`config.mk`:
```
export PLATFORM = sky130hd
export DESIGN_NAME = shift_sequencer
export DESIGN_NICKNAME = d
export VERILOG_FILES = /design/src/rtl/shift_sequencer.sv
export SDC_FILE = /design/constraint.sdc
export NUM_CORES = 1
export LEC_CHECK = 0
export BUFFER_PORTS_ARGS = -buffer_cell sky130_fd_sc_hd__clkbuf_2
export CAP_MARGIN = 10
export CORE_MARGIN = 2
export CORE_UTILIZATION = 52
export CTS_CLUSTER_SIZE = 8
export DETAILED_ROUTE_END_ITERATION = 8
export GPL_TIMING_DRIVEN = 1
export PLACE_DENSITY = 0.85
export SYNTH_ARGS = -nofsm -noshare
export SYNTH_HDL_FRONTEND = slang
export SYNTH_SLANG_ARGS = --single-unit
```
`constraint.sdc`:
```
create_clock -name clk -period 3.9 [get_ports clk]
set_clock_uncertainty 0.15 [all_clocks]
set_input_delay 0.975 -clock clk [delete_from_list [all_inputs] [get_ports clk]]
set_output_delay 0.975 -clock clk [all_outputs]
set_load 0.05 [all_outputs]
```
`src/rtl/shift_sequencer.sv`:
```
// ---------------------------------------------------------------------------
// shift_sequencer
//
// Purpose:
//   Multi-cycle controller for a 1-bit-per-cycle shifter datapath. It executes
//   SLLI / SRLI / SRAI with a full shift amount. The operand, operation and
//   shift amount are captured on an accepted start. The external shifter is
//   then iterated once per clock, with its output fed back into an internal
//   accumulator. Completion is reported with a one-cycle done pulse, and the
//   shifted value is held on result until the next operation completes.
//
// Ports:
//   clk      in   1        system clock, rising edge
//   reset    in   1        asynchronous, active-high reset
//   start    in   1        request, sampled only while not busy
//   op       in   2        01=SLL, 10=SRL, 11=SRA, 00=no shift
//   shamt    in   SHAMT_W  shift amount
//   din      in   WIDTH    operand
//   busy     out  1        high while iterating (state SHIFT)
//   done     out  1        one-cycle pulse, result valid
//   result   out  WIDTH    shifted value, held between operations
//   shf_in   out  WIDTH    shifter data input (the accumulator)
//   shf_sel  out  2        shifter select, op in SHIFT, otherwise 2'b00
//   shf_out  in   WIDTH    shifter output (combinational, same cycle)
// ---------------------------------------------------------------------------
module shift_sequencer #(
  parameter int WIDTH   = 32,
  parameter int SHAMT_W = 5
) (
  input  logic               clk,
  input  logic               reset,
  input  logic               start,
  input  logic [1:0]         op,
  input  logic [SHAMT_W-1:0] shamt,
  input  logic [WIDTH-1:0]   din,
  output logic               busy,
  output logic               done,
  output logic [WIDTH-1:0]   result,
  output logic [WIDTH-1:0]   shf_in,
  output logic [1:0]         shf_sel,
  input  logic [WIDTH-1:0]   shf_out
);

  typedef enum logic [1:0] {
    IDLE  = 2'd0,
    SHIFT = 2'd1,
    DONE  = 2'd2
  } state_t;

  localparam int MAX_SHAMT = WIDTH - 1;

  state_t               r_state;
  state_t               w_nextState;
  logic [WIDTH-1:0]     r_acc;
  logic [SHAMT_W-1:0]   r_cnt;
  logic [1:0]           r_opQ;
  logic [WIDTH-1:0]     r_result;

  logic                 w_accept;
  logic                 w_noShift;
  logic                 w_lastStep;
  logic [SHAMT_W-1:0]   w_shamtClamped;

  // A request is only looked at when the controller is not iterating, so a
  // start raised during SHIFT is simply dropped. An amount beyond the last
  // bit position is limited to WIDTH-1, which keeps the counter in range for
  // any legal parameter pairing.
  always_comb begin
    w_accept       = start && (r_state != SHIFT);
    w_shamtClamped = shamt;
    if ({1'b0, shamt} > (SHAMT_W + 1)'(MAX_SHAMT)) begin
      w_shamtClamped = SHAMT_W'(MAX_SHAMT);
    end
    w_noShift  = (w_shamtClamped == '0) || (op == 2'b00);
    w_lastStep = (r_state == SHIFT) && (r_cnt == SHAMT_W'(1));
  end

  // State register. Reset aborts any operation in flight and returns the
  // controller to IDLE, so no done pulse is produced for it.
  always_ff @(posedge clk or posedge reset) begin
    if (reset) begin
      r_state <= IDLE;
    end else begin
      r_state <= w_nextState;
    end
  end

  // Next-state logic. IDLE and DONE both behave as "ready", which allows a
  // fresh request to be issued in the same cycle as the previous done pulse.
  // Zero-length or no-op requests go straight to DONE.
  always_comb begin
    w_nextState = r_state;
    case (r_state)
      IDLE, DONE: begin
        if (start) begin
          w_nextState = w_noShift ? DONE : SHIFT;
        end else begin
          w_nextState = IDLE;
        end
      end
      SHIFT: begin
        if (r_cnt == SHAMT_W'(1)) begin
          w_nextState = DONE;
        end else begin
          w_nextState = SHIFT;
        end
      end
      default: begin
        w_nextState = IDLE;
      end
    endcase
  end

  // Datapath registers. On accept the operand, operation and amount are
  // captured. During SHIFT the accumulator takes the shifter output and the
  // counter steps down; the counter is never decremented below one inside
  // SHIFT because the final step moves to DONE. result is written only on
  // entry to DONE, with the value the accumulator holds in DONE.
  always_ff @(posedge clk or posedge reset) begin
    if (reset) begin
      r_acc    <= '0;
      r_cnt    <= '0;
      r_opQ    <= 2'b00;
      r_result <= '0;
    end else if (w_accept) begin
      r_acc <= din;
      r_opQ <= op;
      r_cnt <= w_shamtClamped;
      if (w_noShift) begin
        r_result <= din;
      end
    end else if (r_state == SHIFT) begin
      r_acc <= shf_out;
      if (r_cnt != '0) begin
        r_cnt <= r_cnt - SHAMT_W'(1);
      end
      if (w_lastStep) begin
        r_result <= shf_out;
      end
    end
  end

  // Output decode. Status flags come straight from the state. The shifter
  // select is forced to pass-through outside SHIFT so the datapath is idle.
  always_comb begin
    busy    = (r_state == SHIFT);
    done    = (r_state == DONE);
    shf_sel = (r_state == SHIFT) ? r_opQ : 2'b00;
    shf_in  = r_acc;
    result  = r_result;
  end

endmodule
```
==> Yosys cells after proc, flatten, opt, wreduce, memory -nomap -nowiden <==
Cells that the tools add are included.
{ "word_totals": {"output_inout_bits": 68, "reg_bits": 73, "inputBits": 74, "wordCells": 38} }
{ "classes": {"addsub": 1, "n_reduce_logical": 13, "muxes": 14, "eq_ne": 5} }
{ "ops": {"columns": ["operator", "n"], "rows": [
  ["$mux W32", 6],
  ["$mux W5", 3],
  ["$mux W2", 4],
  ["$reduce_bool A2 Y1", 3],
  ["$eq A5 B1 Y1 const B", 1],
  ["$logic_not A5 Y1", 1],
  ["$reduce_bool A5 Y1", 1],
  ["$sub A5 B1 Y5 const B", 1],
  ["$logic_not A2 Y1", 2],
  ["$ne A2 B1 Y1 const B", 2],
  ["$pmux W2 S2", 1],
  ["$reduce_and A3 Y1", 1],
  ["$eq A2 B1 Y1 const B", 1],
  ["$eq A2 B2 Y1 const B", 1],
  ["$logic_and A1 B1 Y1", 2],
  ["$reduce_and A2 Y1", 1],
  ["$reduce_or A2 Y1", 1],
  ["$logic_or A1 B1 Y1", 1]
]} }

==> Longest topological paths before layout <==
{ "logic_depth": {"ltp_word": 5, "mapped_depth": 7, "depth_no_buf": 6} }

==> Worst setup path after synthesis <==
OpenSTA, ideal clock, no wires.
{ "synth_timing": {"kind": "register to output", "start": "register r_state[1]", "end": "output shf_sel[0]", "required_ns": 2.775, "path_buffers": 1, "path_stages_with_launch": 5, "arrival_time_ns": 1.435, "setup_slack_ns": 1.340, "path_cell_list": "dfrtp_1 nand2b_1 clkbuf_1 inv_2 and2_1"} }
{ "synth_via": {"elab_chain_len": 2} }
{ "synth_rtl": {"columns": ["item", "line", "source"], "rows": [
  ["start, declared", "52", "state_t r_state;"],
  ["start signal, assigned", "84", "r_state <= w_nextState;"],
  ["$eq A2 B1 Y1", null, null],
  ["net busy", "36", "output logic busy,"],
  ["$mux W2", "148", "shf_sel = (r_state == SHIFT) ? r_opQ : 2'b00;"],
  ["end, declared", "40", "output logic [1:0] shf_sel,"]
]} }
The timed path passes the listed nets, and every way through them passes these cells.

==> Final worst setup path <==
{ "layout_timing": {"start": "input shamt[1]", "end": "register r_result[28], in the netlist result[28]"} }
{ "layout_via": {"elab_chain_len": 4} }
{ "layout_rtl": {"columns": ["item", "line", "source"], "rows": [
  ["start, declared", "34", "input logic [SHAMT_W-1:0] shamt,"],
  ["$logic_not A5 Y1", "74", "w_noShift = (w_shamtClamped == '0) || (op == 2'b00);"],
  ["$logic_or A1 B1 Y1", "74", null],
  ["$ne A2 B1 Y1 (no source line)", null, null],
  ["$reduce_and A3 Y1 (no source line)", null, null],
  ["end signal, assigned", "130", "r_result <= din;"],
  ["end signal, assigned", "138", "r_result <= shf_out;"],
  ["end, declared", "57", "logic [WIDTH-1:0] r_result;"]
]} }
No other way between the ends.
A chain may end at the register's enable or synchronous reset.

==> summary.md <==
| Metric | Value |
|---|---|
| Run status | `complete, no violations` |
| Mapped Area | `0.00346 mm2` |
| First-pass DRT Iterations | `5` |
| WP depth | `5` |
| Core Footprint | `0.00639 mm2` |
| Synthesis-to-finish area growth | `26.7%` |
| Max Root-Sink Buffers | `2` |
| Die span in y | `around 86 um` |
| Setup ws final | `1130 ps` |
| Setup TNS | `0 ps` |
| Diode count | `0` |
| Design Area, Final | `0.00439 mm2` |
| Storage cell area | `approximately 0.0018 mm2` |
| Initial antenna violation count | `0` |
| Number of fill cells in the layout | `516` |
| CTS root buffer | `clkbuf_8` |
| Crit path DAT | `2880 ps` |
| GR Overflow Total | `0` |
| Clock sinks | `73` |
| Fmax | `362 MHz` |
| Vias | `2961` |
| CP Launch Type | `primary input` |
| Initial Util | `54.2%` |
| Final WL | `8470 um` |
| Core Util, Final | `68.7%` |
| Clk slew on worst S/H paths | `80 ps` |
| Global-route wire length before repair | `between 10000 and 15000 um` |
| CP cell instances | `clkbuf_2, or4_1, o22a_2, o21ai_4, o221a_1` |
| Global-route usage over all layers | `23.6%` |
| Drt drc | `0` |
| RD Place Congestion | `0.833` |
| Net count after synthesis | `387` |
| Crit path buf inv count | `1` |
| Number of global-route vias before repair | `2886` |
| CP delay by family, top | `compound AO/OA/AOI/OAI gates` |
| Area post-placement | `0.00416 mm2` |
| Max Cap Viol | `0` |
| Final Slew Violations | `0` |
| Postcts setup bufs | `0` |
| Largest net degree at the start of global routing | `103` |
| Synthesized netlist cell count | `310` |
| Post-DRT Antenna Nets | `0` |
| Crit share post-route | `70.9%` |
| Worst reg2reg endpoint | `result[28]$_DFFE_PP0P_` |
| Crit path launch | `shamt[1]` |
| Worst Path Required | `4010 ps` |
| Power Dens Cells | `between 1000 and 1500 mW/mm2` |
| Cts bufs inserted | `9` |
| Crit Reg-Reg Startpoint | `r_cnt[1]$_DFFE_PP0P_` |
| Measured slew at the worst slew-check pin | `879 ps` |
| Htree depth | `3` |
| TritonCTS clock tree | `yes` |
| Final Hold Viols | `0` |
| Die ar. | `0.00733 mm2` |
| Input/output buffers | `141` |
| Unrepaired setup endpoints after global routing | `no` |
| Worst reg-to-reg path cell count | `6` |
| Post-place setup slack | `804 ps` |
| Post-cts resize count | `0` |
| Die Width | `about 86 um` |
| Layout cells sized above 1 | `37.8%` |
| HPWL after DPL | `5910 um` |
| Tmin final | `2770 ps` |
| Post-synthesis register bit count | `73` |
| Worst hold path type | `flop to flop` |
| Routed wire per std cell | `16.2 um` |
| Final setup fails | `0` |
| Via density | `5.65` |
| Worst rel slew slack | `between 40 and 50%` |
| Critical Path Fanout Max | `32` |
| Sequential-to-total area share from yosys stat | `52.7%` |
| Post-CTS Hold Fix Bufs | `0` |
| Design Power | `between 4 and 5 mW` |
| Post-synthesis cell type count | `34` |
| Drt initial violations | `around 160` |
| Setup Crit Path Kind | `primary input to flop` |
| Crit. End Element | `flop` |
| Worst-Skew Late Latency | `330 ps` |
| Multi-input logic area | `0.00148 mm2` |
| Max VDD drop | `slightly above 0.7 mV` |
| Crit path to | `result[28]$_DFFE_PP0P_` |
| # nets final | `519` |
| CP max-delay cell | `o21ai_4` |
| Max incr delay on CP | `690 ps` |
| Synth warn | `0` |
| Row cnt | `29` |
| Reg2reg setup slack | `1410 ps` |
| I/O Pins | `142` |
| Mean Syn Cell Area | `11.2 um2` |
| Leak | `2.09 nW` |
kinds of logic (layout without fill, tap and decap cells):
family | Yosys count | in the layout | share of synthesized area (%)
compound gates | 78 | 78 | 18.1
simple gates | 94 | 94 | 14.2
mux | 32 | 32 | 9.25
fa+ha+maj | 3 | 3 | 1.08
buf+inv | 30 | 167 | 4.66
flops | 73 | 73 | 52.7
registers in the layout, summed over array words and instances (netlist names):
signal and count:
r_cnt 5, r_opQ 2, r_state 2, result 32, shf_in 32
cell usage after synthesis:
master / n / area share [%]
dfrtp_1: 73 / 53
nor2_1: 35 / 3.8
a21oi_1: 34 / 4.9
mux2i_1: 32 / 9.2
o221a_1: 32 / 10
or3_1: 32 / 5.8
nand2_1: 12 / 1.3
clkbuf_1: 9 / 0.98
buf_1: 6 / 0.65
buf_6: 6 / 2.0
inv_1: 5 / 0.54
buf_2: 3 / 0.43
ha_1: 3 / 1.1
o21ai_0: 3 / 0.43
and2_1: 2 / 0.36
nand2b_1: 2 / 0.36
nand3_1: 2 / 0.29
o311ai_1: 2 / 0.51
or4_1: 2 / 0.43
a32o_1: 1 / 0.29
and2_2: 1 / 0.22
inv_2: 1 / 0.11
nand2b_4: 1 / 0.40
nor2b_1: 1 / 0.18
nor3_1: 1 / 0.14
o211ai_1: 1 / 0.22
o21ai_1: 1 / 0.14
o21ai_4: 1 / 0.47
o21bai_1: 1 / 0.22
o22a_2: 1 / 0.29
o22ai_1: 1 / 0.18
or2_4: 1 / 0.25
or4b_1: 1 / 0.29
or4b_4: 1 / 0.40
worst reg2reg max path: stages (launching register included):
cell     delay (ps)
dfrtp_1         380
inv_1           130
ha_1            150
or4b_4          630
or2_4           320
o21ai_4         320
o221a_1         360
power breakdown:
group	total [mW]	switching, mW	internal [mW]
logic	2.54	1.91	0.628
registers	1.36	0.227	1.13
clock network	0.679	0.281	0.397
worst min path at each step:
stage / startpoint / end / slack, ps / depth (start not counted)
after global placement: r_opQ[1]$_DFFE_PP0N_ / r_opQ[1]$_DFFE_PP0N_ / 300 / 2
final: r_opQ[1]$_DFFE_PP0N_ / r_opQ[1]$_DFFE_PP0N_ / 320 / 2
after CTS: r_opQ[1]$_DFFE_PP0N_ / r_opQ[1]$_DFFE_PP0N_ / 330 / 2
after floorplan: r_opQ[0]$_DFFE_PP0N_ / r_opQ[0]$_DFFE_PP0N_ / 290 / 2
after detailed placement: r_opQ[1]$_DFFE_PP0N_ / r_opQ[1]$_DFFE_PP0N_ / 310 / 2
after global routing: r_opQ[1]$_DFFE_PP0N_ / r_opQ[1]$_DFFE_PP0N_ / 370 / 2
cell usage in the layout, fill, tap and decap left out, types with 2 or more instances in the layout:
cell / count
o311ai_1: 2
or4_1: 2
buf_4: 4
and2_1: 2
o221a_1: 32
inv_1: 4
bufinv_16: 2
a21oi_1: 34
clkbuf_8: 11
or3_1: 32
ha_1: 3
clkbuf_2: 141
o21ai_0: 3
dfrtp_1: 73
mux2i_1: 32
nor2_1: 35
nand2_1: 12
inv_2: 2
nand3_1: 2
stage by stage:
| stage | std cells | hold slack, ps |
|---|---|---|
| after floorplan | 310 | 287 |
| after global placement | 508 | 304 |
| after detailed placement | 508 | 308 |
| after CTS | 524 | 327 |
| after global routing | 524 | 367 |
| final | 524 | 324 |
final cells by class:
| class | instances | share of cell area (%) |
|---|---|---|
| multi-input combinational | 207 | 33.7 |
| timing repair buffer | 145 | 16.8 |
| tap | 77 | 2.20 |
| inverter | 6 | 0.513 |
| sequential | 73 | 41.6 |
| clock inverter | 4 | 1.68 |
| clock buffer | 12 | 3.54 |
routing by layer:
layer,part of all wire [%],vias up,track usage (%)
li1,-,1410,-
met1,45,1428,34.0
met2,47,110,36.0
met3,6.3,13,4.72
met4,1.6,0,7.79
met5,0,-,0
No activity file was read; power rests on OpenSTA's default activity.
